--- src/rtl/hier_leaf_seq_stage.sv ---
// Sequence-continuity checker feeding a 2-entry skid buffer; words pass through unchanged.
// Latency 1 cycle in->out; registered in_ready drops only when both entries are held.
module hier_leaf_seq_stage #(
  parameter int unsigned DATA_W   = 8,
  parameter int unsigned CNT_W    = 16,
  parameter int unsigned LOSS_THR = 3
) (
  input  logic              clk,
  input  logic              rst,
  input  logic              in_valid,
  output logic              in_ready,
  input  logic [DATA_W-1:0] in_data,
  output logic              out_valid,
  input  logic              out_ready,
  output logic [DATA_W-1:0] out_data,
  output logic              locked,
  output logic              seq_err,
  output logic [CNT_W-1:0]  err_count
);

  typedef enum logic {
    HUNT = 1'b0,
    LOCK = 1'b1
  } state_t;

  logic [DATA_W-1:0] mem_q [2];
  logic [DATA_W-1:0] mem_d [2];
  logic              wr_ptr_q, wr_ptr_d;
  logic              rd_ptr_q, rd_ptr_d;
  logic [1:0]        count_q, count_d;
  logic              in_ready_q, in_ready_d;

  state_t            state_q, state_d;
  logic [DATA_W-1:0] expected_q, expected_d;
  logic [3:0]        miss_cnt_q, miss_cnt_d;
  logic [CNT_W-1:0]  err_count_q, err_count_d;
  logic              seq_err_q, seq_err_d;

  logic accept;
  logic drain;

  assign accept    = in_valid & in_ready_q;
  assign out_valid = (count_q != 2'd0);
  assign drain     = out_valid & out_ready;

  always_comb begin
    mem_d      = mem_q;
    wr_ptr_d   = wr_ptr_q;
    rd_ptr_d   = rd_ptr_q;
    count_d    = count_q;
    if (accept) begin
      mem_d[wr_ptr_q] = in_data;
      wr_ptr_d        = ~wr_ptr_q;
    end
    if (drain) begin
      rd_ptr_d = ~rd_ptr_q;
    end
    case ({accept, drain})
      2'b10:   count_d = count_q + 2'd1;
      2'b01:   count_d = count_q - 2'd1;
      default: count_d = count_q;
    endcase
    // Registered ready must reflect occupancy after this cycle's push/pop.
    in_ready_d = (count_d != 2'd2);
  end

  always_comb begin
    state_d     = state_q;
    expected_d  = expected_q;
    miss_cnt_d  = miss_cnt_q;
    err_count_d = err_count_q;
    seq_err_d   = 1'b0;
    if (accept) begin
      expected_d = in_data + DATA_W'(1);
      if (state_q == HUNT) begin
        state_d    = LOCK;
        miss_cnt_d = 4'd0;
      end else if (in_data == expected_q) begin
        miss_cnt_d = 4'd0;
      end else begin
        seq_err_d = 1'b1;
        if (err_count_q != {CNT_W{1'b1}}) begin
          err_count_d = err_count_q + CNT_W'(1);
        end
        if (miss_cnt_q == 4'(LOSS_THR - 1)) begin
          state_d    = HUNT;
          miss_cnt_d = 4'd0;
        end else begin
          miss_cnt_d = miss_cnt_q + 4'd1;
        end
      end
    end
  end

  always_ff @(posedge clk) begin
    if (rst) begin
      mem_q[0]    <= '0;
      mem_q[1]    <= '0;
      wr_ptr_q    <= 1'b0;
      rd_ptr_q    <= 1'b0;
      count_q     <= 2'd0;
      in_ready_q  <= 1'b0;
      state_q     <= HUNT;
      expected_q  <= '0;
      miss_cnt_q  <= 4'd0;
      err_count_q <= '0;
      seq_err_q   <= 1'b0;
    end else begin
      mem_q       <= mem_d;
      wr_ptr_q    <= wr_ptr_d;
      rd_ptr_q    <= rd_ptr_d;
      count_q     <= count_d;
      in_ready_q  <= in_ready_d;
      state_q     <= state_d;
      expected_q  <= expected_d;
      miss_cnt_q  <= miss_cnt_d;
      err_count_q <= err_count_d;
      seq_err_q   <= seq_err_d;
    end
  end

  assign in_ready  = in_ready_q;
  assign out_data  = mem_q[rd_ptr_q];
  assign locked    = (state_q == LOCK);
  assign seq_err   = seq_err_q;
  assign err_count = err_count_q;

endmodule

--- config.mk ---
export PLATFORM = sky130hd
export DESIGN_NAME = hier_leaf_seq_stage
export DESIGN_NICKNAME = d
export VERILOG_FILES = /design/src/rtl/hier_leaf_seq_stage.sv
export SDC_FILE = /design/constraint.sdc
export NUM_CORES = 1
export LEC_CHECK = 0
export BUFFER_PORTS_ARGS = -buffer_cell sky130_fd_sc_hd__buf_4
export CORE_ASPECT_RATIO = 0.5
export CORE_MARGIN = 2
export CORE_UTILIZATION = 50
export DETAILED_ROUTE_END_ITERATION = 8
export GPL_ROUTABILITY_DRIVEN = 0
export GPL_TIMING_DRIVEN = 0
export MAX_ROUTING_LAYER = met4
export PLACE_DENSITY_LB_ADDON = 0.05
export SYNTH_ARGS = -nofsm -noshare
export SYNTH_HDL_FRONTEND = slang
export SYNTH_SLANG_ARGS = --single-unit
export TNS_END_PERCENT = 5
--- constraint.sdc ---
create_clock -name clk -period 2.2 [get_ports clk]
set_input_delay 0.22 -clock clk [delete_from_list [all_inputs] [get_ports clk]]
set_output_delay 0.22 -clock clk [all_outputs]
set_load 0.02 [all_outputs]
### After elaboration in Yosys (flattened, before gate mapping)

Index checks and enable logic that the tools add are counted.

| storage, ports and cells | value |
|---|---|
| input bits | 12 |
| register bits | 51 |

| operators by class | value |
|---|---|
| magnitude comparators | 3 |
| muxes and demuxes | 14 |
| reduce and logical (&&, ||, !) cells | 4 |
| $add $sub $neg | 5 |
| bitwise gates (word level) | 9 |
| equal/unequal tests | 6 |

Operator list:

| operator | count |
|---|---|
| two-way mux 8 bit | 4 |
| adder 16 x 1 -> 16 bit (second input constant) | 1 |
| bitwise mux 16 bit | 1 |
| != test 16 bit (second input constant) | 1 |
| two-way mux 4 bit | 3 |
| adder 8 x 1 -> 8 bit (second input constant) | 1 |
| demux 8 bit (select 1 bit) | 1 |
| == test 8 bit | 1 |
| inverter 1 bit | 5 |
| adder 4 x 1 -> 4 bit (second input constant) | 1 |
| == test 4 x 2 -> 1 bit (second input constant) | 1 |
| >= comparator 2 bit (second input constant) | 2 |
| two-way mux 1 bit | 4 |
| inverter 1 -> 2 bit | 2 |
| one-hot mux 2 bit (2 select lines) | 1 |
| AND reduction 4 bit | 1 |
| OR reduction 3 bit | 1 |
| adder 2 x 1 -> 2 bit (second input constant) | 1 |
| bitwise AND 1 bit | 2 |
| == test 2 x 1 -> 1 bit (second input constant) | 1 |
| == test 2 bit (second input constant) | 1 |
| less-than comparator 2 x 1 -> 1 bit (second input constant) | 1 |
| != test 2 bit (second input constant) | 1 |
| nonzero test 2 bit | 1 |
| 2 further kinds | 2 |

### Depth between registers and ports, before layout

Gate-level depths: netlist of the first run.

| depth | value |
|---|---|
| word-level depth | 6 |
| depth in mapped cells | 9 |
| depth with buffers taken out | 6 |

### Worst setup path before layout of the first run

No wires, ideal clock.

| path | value |
|---|---|
| path type | register to register |
| from | register err_count_q[0] (netlist: err_count[0]) |
| to | register err_count_q[6] (netlist: err_count[6]) |
| arrival | 2.100 ns |
| library setup time | 0.121 ns |
| cell stages (with the launch flop) | 9 |
| clock period less this slack | 2.221 ns |
| setup slack | -0.021 ns |
| cell sequence | dfxtp_1 > ha_1 > nand4_2 > or2_1 > buf_6 > nor4_4 > buf_6 > nor4b_2 > mux2_4 |

| between the ends | value |
|---|---|
| cells in the longest elaborated chain, start to end | 2 |
| elaborated cells between the ends (all ways) | 3 |

RTL lines:

| item | RTL line | text |
|---|---|---|
| start: declaration | 36 | `logic [CNT_W-1:0] err_count_q, err_count_d;` |
| start signal: assignment | 117 | `err_count_q <= err_count_d;` |
| parallel branches: the longest is 2 deep, another holds adder 16 x 1 -> 16 bit | -- |  |

Parallel ways; which one is timed is not known.
A chain may end at the register's enable or synchronous reset.

### Worst setup path in the final report of the first run

Ends and elaborated chain as after synthesis.

==> results of run 1 <==
cells in the final DEF (no fill, tap or decap), types with 4 or more instances in the layout:
master / instances
mux2_2: 9
nor2b_1: 4
xnor2_1: 5
nand3_1: 19
o31ai_1: 6
or4_1: 7
clkbuf_8: 6
a21oi_1: 34
nand2_1: 41
buf_4: 46
a211oi_1: 5
xor2_1: 11
ha_1: 4
inv_1: 4
nor2_1: 25
o41ai_1: 4
dfxtp_1: 49
clkbuf_1: 8
nor3_1: 4
power groups by stage:
stage                     registers [W]  logic [W]  clock network [W]
after global routing            0.00101   0.000452           0.000597
after CTS                       0.00101   0.000390           0.000553
after global placement          0.00102   0.000378                  0
after detailed placement        0.00103   0.000387                  0
after floorplan                 0.00103   0.000263                  0
final                           0.00101   0.000405           0.000547
worst paths after layout:
kind	startpoint	endpoint	slack, ns
setup reg to reg	err_count[0]	err_count[6]	0.04
hold reg to reg	mem_q[10]	mem_q[10]	0.46
setup / recovery	err_count[0]	err_count[6]	0.04
hold / removal	in_data[7]	mem_q[15]	0.21
registers in the layout, summed over array words and instances (netlist names):
signal      cells
count_q         2
rd_ptr_q        1
miss_cnt_q      4
wr_ptr_q        1
locked          1
seq_err         1
mem_q          16
in_ready        1
err_count      16
expected_q      8
timing repair:
action                     4_1_cts  5_1_grt
gates cloned                     0        0
setup buffers                    0        9
resized for setup                1        7
pin swaps                        1        1
setup endpoints to repair       12       15
cell type report:
type	instances	area, um2	share of cell area
Inverter	5	22.5	0.00733
Clock buffer	6	82.6	0.0269
Multi-Input combinational cell	220	1400	0.456
Clock inverter	1	5.00	0.00163
Timing Repair Buffer	44	330	0.107
Buffer	20	114	0.0371
Tap cell	70	87.6	0.0285
Sequential cell	51	1030	0.335
worst register-to-register path, cell delays in order, from the launching register on:
cell and delay [ns]:
dfxtp_4 0.40, ha_4 0.15, nand4_2 0.12, or2_1 0.26, buf_6 0.15, nor4_4 0.42, buf_6 0.20, nor4b_2 0.06
mux2_4 0.29
cells by family (layout without fill, tap and decap cells):
logic type	after synthesis	in the layout	share of synthesized area
compound gates	63	63	0.155
simple gates	125	125	0.258
mux	11	11	0.0517
flops	51	51	0.402
buf+inv	26	76	0.0532
xor+xnor	16	16	0.0552
fa+ha+maj	5	5	0.0246
per-stage QoR:
step,setup TNS [ns],hold slack [ns]
global placement,-0.183,0.438
global route,-0.265,0.218
finish,0,0.207
CTS,0,0.212
floorplan,0,0.356
detailed placement,-0.343,0.447
metal layers:
layer / GRT usage / up-vias / wire [um]
li1: - / 1156 / -
met1: 0.283 / 1126 / 2960
met2: 0.384 / 52 / 2790
met3: 0.0488 / 4 / 273
met4: 0.0333 / 0 / 22
met5: - / - / 0
==> results.toml, run 1 <==
[status]
status = "completed"

[floorplan]
boundaryPins = 40
row_count = 18
die_x_um = 105
dieArea_um2 = 5700
coreArea_um2 = 4910
start_util = 0.517
die_h_um = 54.4

[worst_setup_path]
crit_family = "simple AND/OR/NAND/NOR gates"
path_depth = 8
critPathLaunchType = "flip-flop"
path_class = "reg -> reg"
path_buf_inv = 2
crit_top_cell = "buf_6"
crit_path_cell_trace = "ha_4 > nand4_2 > or2_1 > buf_6 > nor4_4 > buf_6 > nor4b_2 > mux2_4"
slowest_delay_ns = 0.42
cp_max_fo = 10
critPathCaptureType = "flip-flop"
slowest_stage = "nor4_4"
cp.arrival_ns = 2.35
reg2reg_depth = 8
required_ns = 2.39

[final_layout]
utilization = 0.626
antenna_cells = 0
fillers = 471
area_delta_synth_final_pct = 21.0
layout.nets = 364
fin_cells = 417
drive_gt1_frac = 0.248
stdcell_area_um2 = 3070

[logic_synthesis]
syn_area_per_cell_um2 = 8.55
ys_seq_elements = 51
synthArstFlopShare = 0
ys_top_cells_by_count = "51 x dfxtp_1, 41 x nand2_1, 34 x a21oi_1, 25 x nor2_1, 19 x nand3_1"
yosysUniqueCellTypes = 51
syn_area_um2 = 2540
synth_warnings = 0
synthFlopType = "dfxtp_1"
syn_nets = 314
synth-seq-area-share = 0.402
yosysTopAreaCellShare = 0.402
synth_area_leaders = "dfxtp_1 40%, a21oi_1 6.7%, nand2_1 6.1%"
synth_cells = 297
synth_enable_flop_cells = 0
yosysMostFrequentCell = "dfxtp_1"
synth_top_cell_by_area = "dfxtp_1"

[power]
p_per_area_nw_per_um2 = 637
total_power_w = 0.00196
seqPwrFrac = 0.513
p_int_w = 0.00139
net-switching-power_w = 0.000566
ir_drop_mv = 0.364
pwr-share-comb = 0.207
cellLeakagePower_nw = 1.15
switching_share = 0.289
p_clk_frac = 0.280

[clock_network]
clkSinkCount = 51
insertion_delay_ns = 0.30
cts_htree_levels = 2
cts_tree = "done"
postCtsHoldBufs = 0
clockRootBuffer = "clkbuf_8"
path_clk_slew_ns = 0.09
cts_buffers = 5
cts_buffer_depth = 2

[routing]
drc = 0
drt_wl_total_mm = 6.05
vias_per_cell = 5.61
vias = 2338
drt_iter0_drc = 118
ant_nets = 0
first_pass_iters = 4
drt-wirelength-per-cell_um = 14.5

[sta]
final.setup_skew_ns = 0.00757
finalHoldViolations = 0
drv_slew = 0
period_share = 0.981
worstMarginPinSlew_ns = 0.713
max_freq_ghz = 0.463
period_minus_slack_ns = 2.16
setup_slack_ns = 0.0414
relSlewSlack = 0.525
setup_viol = 0

[hold_path]
hold_depth = 3
hp-class = "in -> reg"

[job]
maxCapViolCount = 0

[global_routing]
grt_pass1_vias = 2069
grt_max_degree = 15
grt.total_usage = 0.223
antenna_found_initial = 0
gr-total-overflow = 0
grt_pass1_wl_mm = 9.65

[placement]
pre_cts_ws_ns = -0.0739
hpwl_mm = 4.20
placedCellCount = 402
port_buffers = 35
dpl_cell_area_um2 = 2890
Power figures use the tool's default switching activity.
==> run 2: changes to the inputs <==
--- a/config.mk
+++ b/config.mk
@@ -5,6 +5,7 @@
 export SDC_FILE = /design/constraint.sdc
 export NUM_CORES = 1
 export LEC_CHECK = 0
+export ABC_AREA = 1
 export BUFFER_PORTS_ARGS = -buffer_cell sky130_fd_sc_hd__buf_4
 export CORE_ASPECT_RATIO = 0.5
 export CORE_MARGIN = 2
==> results.toml, run 2 <==
[status]
status = "completed"

[routing]
ant_nets = 0
vias = 2596
drc = 0
drt_wl_total_mm = 6.22
vias_per_cell = 4.87
drt-wirelength-per-cell_um = 11.7
drt_iter0_drc = 162
first_pass_iters = 4

[power]
p_per_area_nw_per_um2 = 809
total_power_w = 0.00262
cellLeakagePower_nw = 1.52
ir_drop_mv = 0.340

[sta]
setup_viol = 0
drv_slew = 0
rsz0062_at_grt = "false"
hold-worst-slack_ns = 0.194
finalSetupTns_ns = 0
period_minus_slack_ns = 1.82
setup_slack_ns = 0.381
relSlewSlack = 0.678
max_freq_ghz = 0.550
period_share = 0.827
finalHoldViolations = 0
worstMarginPinSlew_ns = 0.484
final.setup_skew_ns = 0.00967

[logic_synthesis]
syn_area_um2 = 2740
ys_seq_elements = 51
synth_enable_flop_cells = 0
yosysTopAreaCellShare = 0.373
yosysUniqueCellTypes = 26
syn_nets = 433
synth_area_leaders = "dfxtp_1 37%, nand2_1 14%, inv_1 9.0%"
synth_top_cell_by_area = "dfxtp_1"
synth-seq-area-share = 0.373
synth_cells = 416
synthArstFlopShare = 0
syn_area_per_cell_um2 = 6.58
synth_warnings = 0
ys_top_cells_by_count = "103 x nand2_1, 66 x inv_1, 51 x dfxtp_1, 51 x nor2_1, 35 x o21ai_0"
synthFlopType = "dfxtp_1"
yosysMostFrequentCell = "nand2_1"

[job]
maxCapViolCount = 0

[worst_setup_path]
crit_top_cell = "a21oi_1"
crit_family = "buffers and inverters"
reg2reg_depth = 7
cp.arrival_ns = 2.02
slowest_stage = "clkbuf_1"
crit_path_cell_trace = "nand2_2 > clkbuf_1 > ha_1 > a21oi_1 > o21ai_0 > xor2_1 > a21oi_1"
required_ns = 2.40
path_buf_inv = 1
critPathLaunchType = "flip-flop"
cp_max_fo = 10
slowest_delay_ns = 0.38
critPathCaptureType = "flip-flop"
path_class = "reg -> reg"
path_depth = 7

[placement]
pre_cts_ws_ns = 0.372
port_buffers = 39
hpwl_mm = 4.58

[global_routing]
grt_pass1_wl_mm = 10.3
gr-total-overflow = 0
grt_max_degree = 16
antenna_found_initial = 0
grt_pass1_vias = 2299
grt.total_usage = 0.216

[final_layout]
utilization = 0.636
layout.nets = 479
mostFrequentLayoutCells = "103 x nand2_1, 66 x inv_1, 51 x nor2_1, 51 x dfxtp_1, 40 x buf_4"
antenna_cells = 0
layout_commonest_cell = "nand2_1"
area_delta_synth_final_pct = 18.2
drive_gt1_frac = 0.143

[clock_network]
post_cts_buffers = 0
insertion_delay_ns = 0.31
cts_resized = 0
postCtsHoldBufs = 0
cts_tree = "done"
clkSinkCount = 51
clockRootBuffer = "clkbuf_8"
path_clk_slew_ns = 0.10
cts_htree_levels = 2
cts_buffers = 5
cts_buffer_depth = 2

[hold_path]
hold_depth = 3
hp-class = "in -> reg"

[floorplan]
dieArea_um2 = 6120
start_util = 0.538
row_count = 18
coreArea_um2 = 5090
die_x_um = 109
die_h_um = 56.3
boundaryPins = 40
-- run 2: cell types whose count changed in the layout (fill, tap and decap cells not counted), sizes merged, moves of 6 or more --
cell,before,now
xor2,11,18
buf,55,45
mux2,11,0
nand2,41,106
or4,7,0
nor2,25,56
o31ai,6,0
inv,4,67
o21ai,3,35
-- run 2: cell families (layout without fill, tap and decap cells) --
logic type | after synthesis | after routing | synth area share
xor gates and xnor gates | 20 | 20 | 0.0640
and+or+nand+nor | 190 | 190 | 0.293
DFF | 51 | 51 | 0.373
adders and majority gates | 5 | 5 | 0.0229
AOI/OAI and AO/OA | 70 | 70 | 0.129
buffers and inverters | 80 | 127 | 0.118
-- run 2: power breakdown --
part,internal (W),switching [W]
logic,0.000296,0.000481
clock network,0.000369,0.000333
registers,0.00104,0.0000930
total,0.00171,0.000908
-- run 2: final timing paths --
kind	startpoint	to	slack, ns
setup reg to reg	in_ready	in_ready	0.38
setup / recovery	in_ready	in_ready	0.38
hold reg to reg	mem_q[4]	mem_q[4]	0.45
hold / removal	in_data[1]	mem_q[9]	0.19
-- run 2: through the flow --
stage / instances / cell area [um2]
after floorplan: 416 / 2740
after global placement: 525 / 3120
after detailed placement: 525 / 3120
after CTS: 533 / 3240
after global routing: 533 / 3240
final: 533 / 3240
-- run 2: final cells by class --
cell class | count | area [um2]
clock inverters | 2 | 35.0
clock buffers | 6 | 82.6
plain buffers | 12 | 68.8
flip-flops and latches | 51 | 1020
repair buffers | 39 | 293
well taps | 70 | 87.6
fillers | 462 | 1850
multi-input cells | 285 | 1390
inverters | 68 | 255
-- run 2: worst register-to-register path, stage by stage, from the launching register on --
cell and delay, ns:
dfxtp_1 0.33, nand2_2 0.17, clkbuf_1 0.38, ha_1 0.34
a21oi_1 0.12, o21ai_0 0.11, xor2_1 0.18, a21oi_1 0.09
-- run 2: metal layers --
metal | GRT usage | vias to the layer above | wire length, um | part of all wire
met3 | 0.0465 | 5 | 250 | 0.040
met1 | 0.278 | 1174 | 3030 | 0.49
li1 | - | 1374 | - | -
met5 | - | - | 0 | 0
met4 | 0.0421 | 0 | 36 | 0.0058
met2 | 0.355 | 43 | 2910 | 0.47
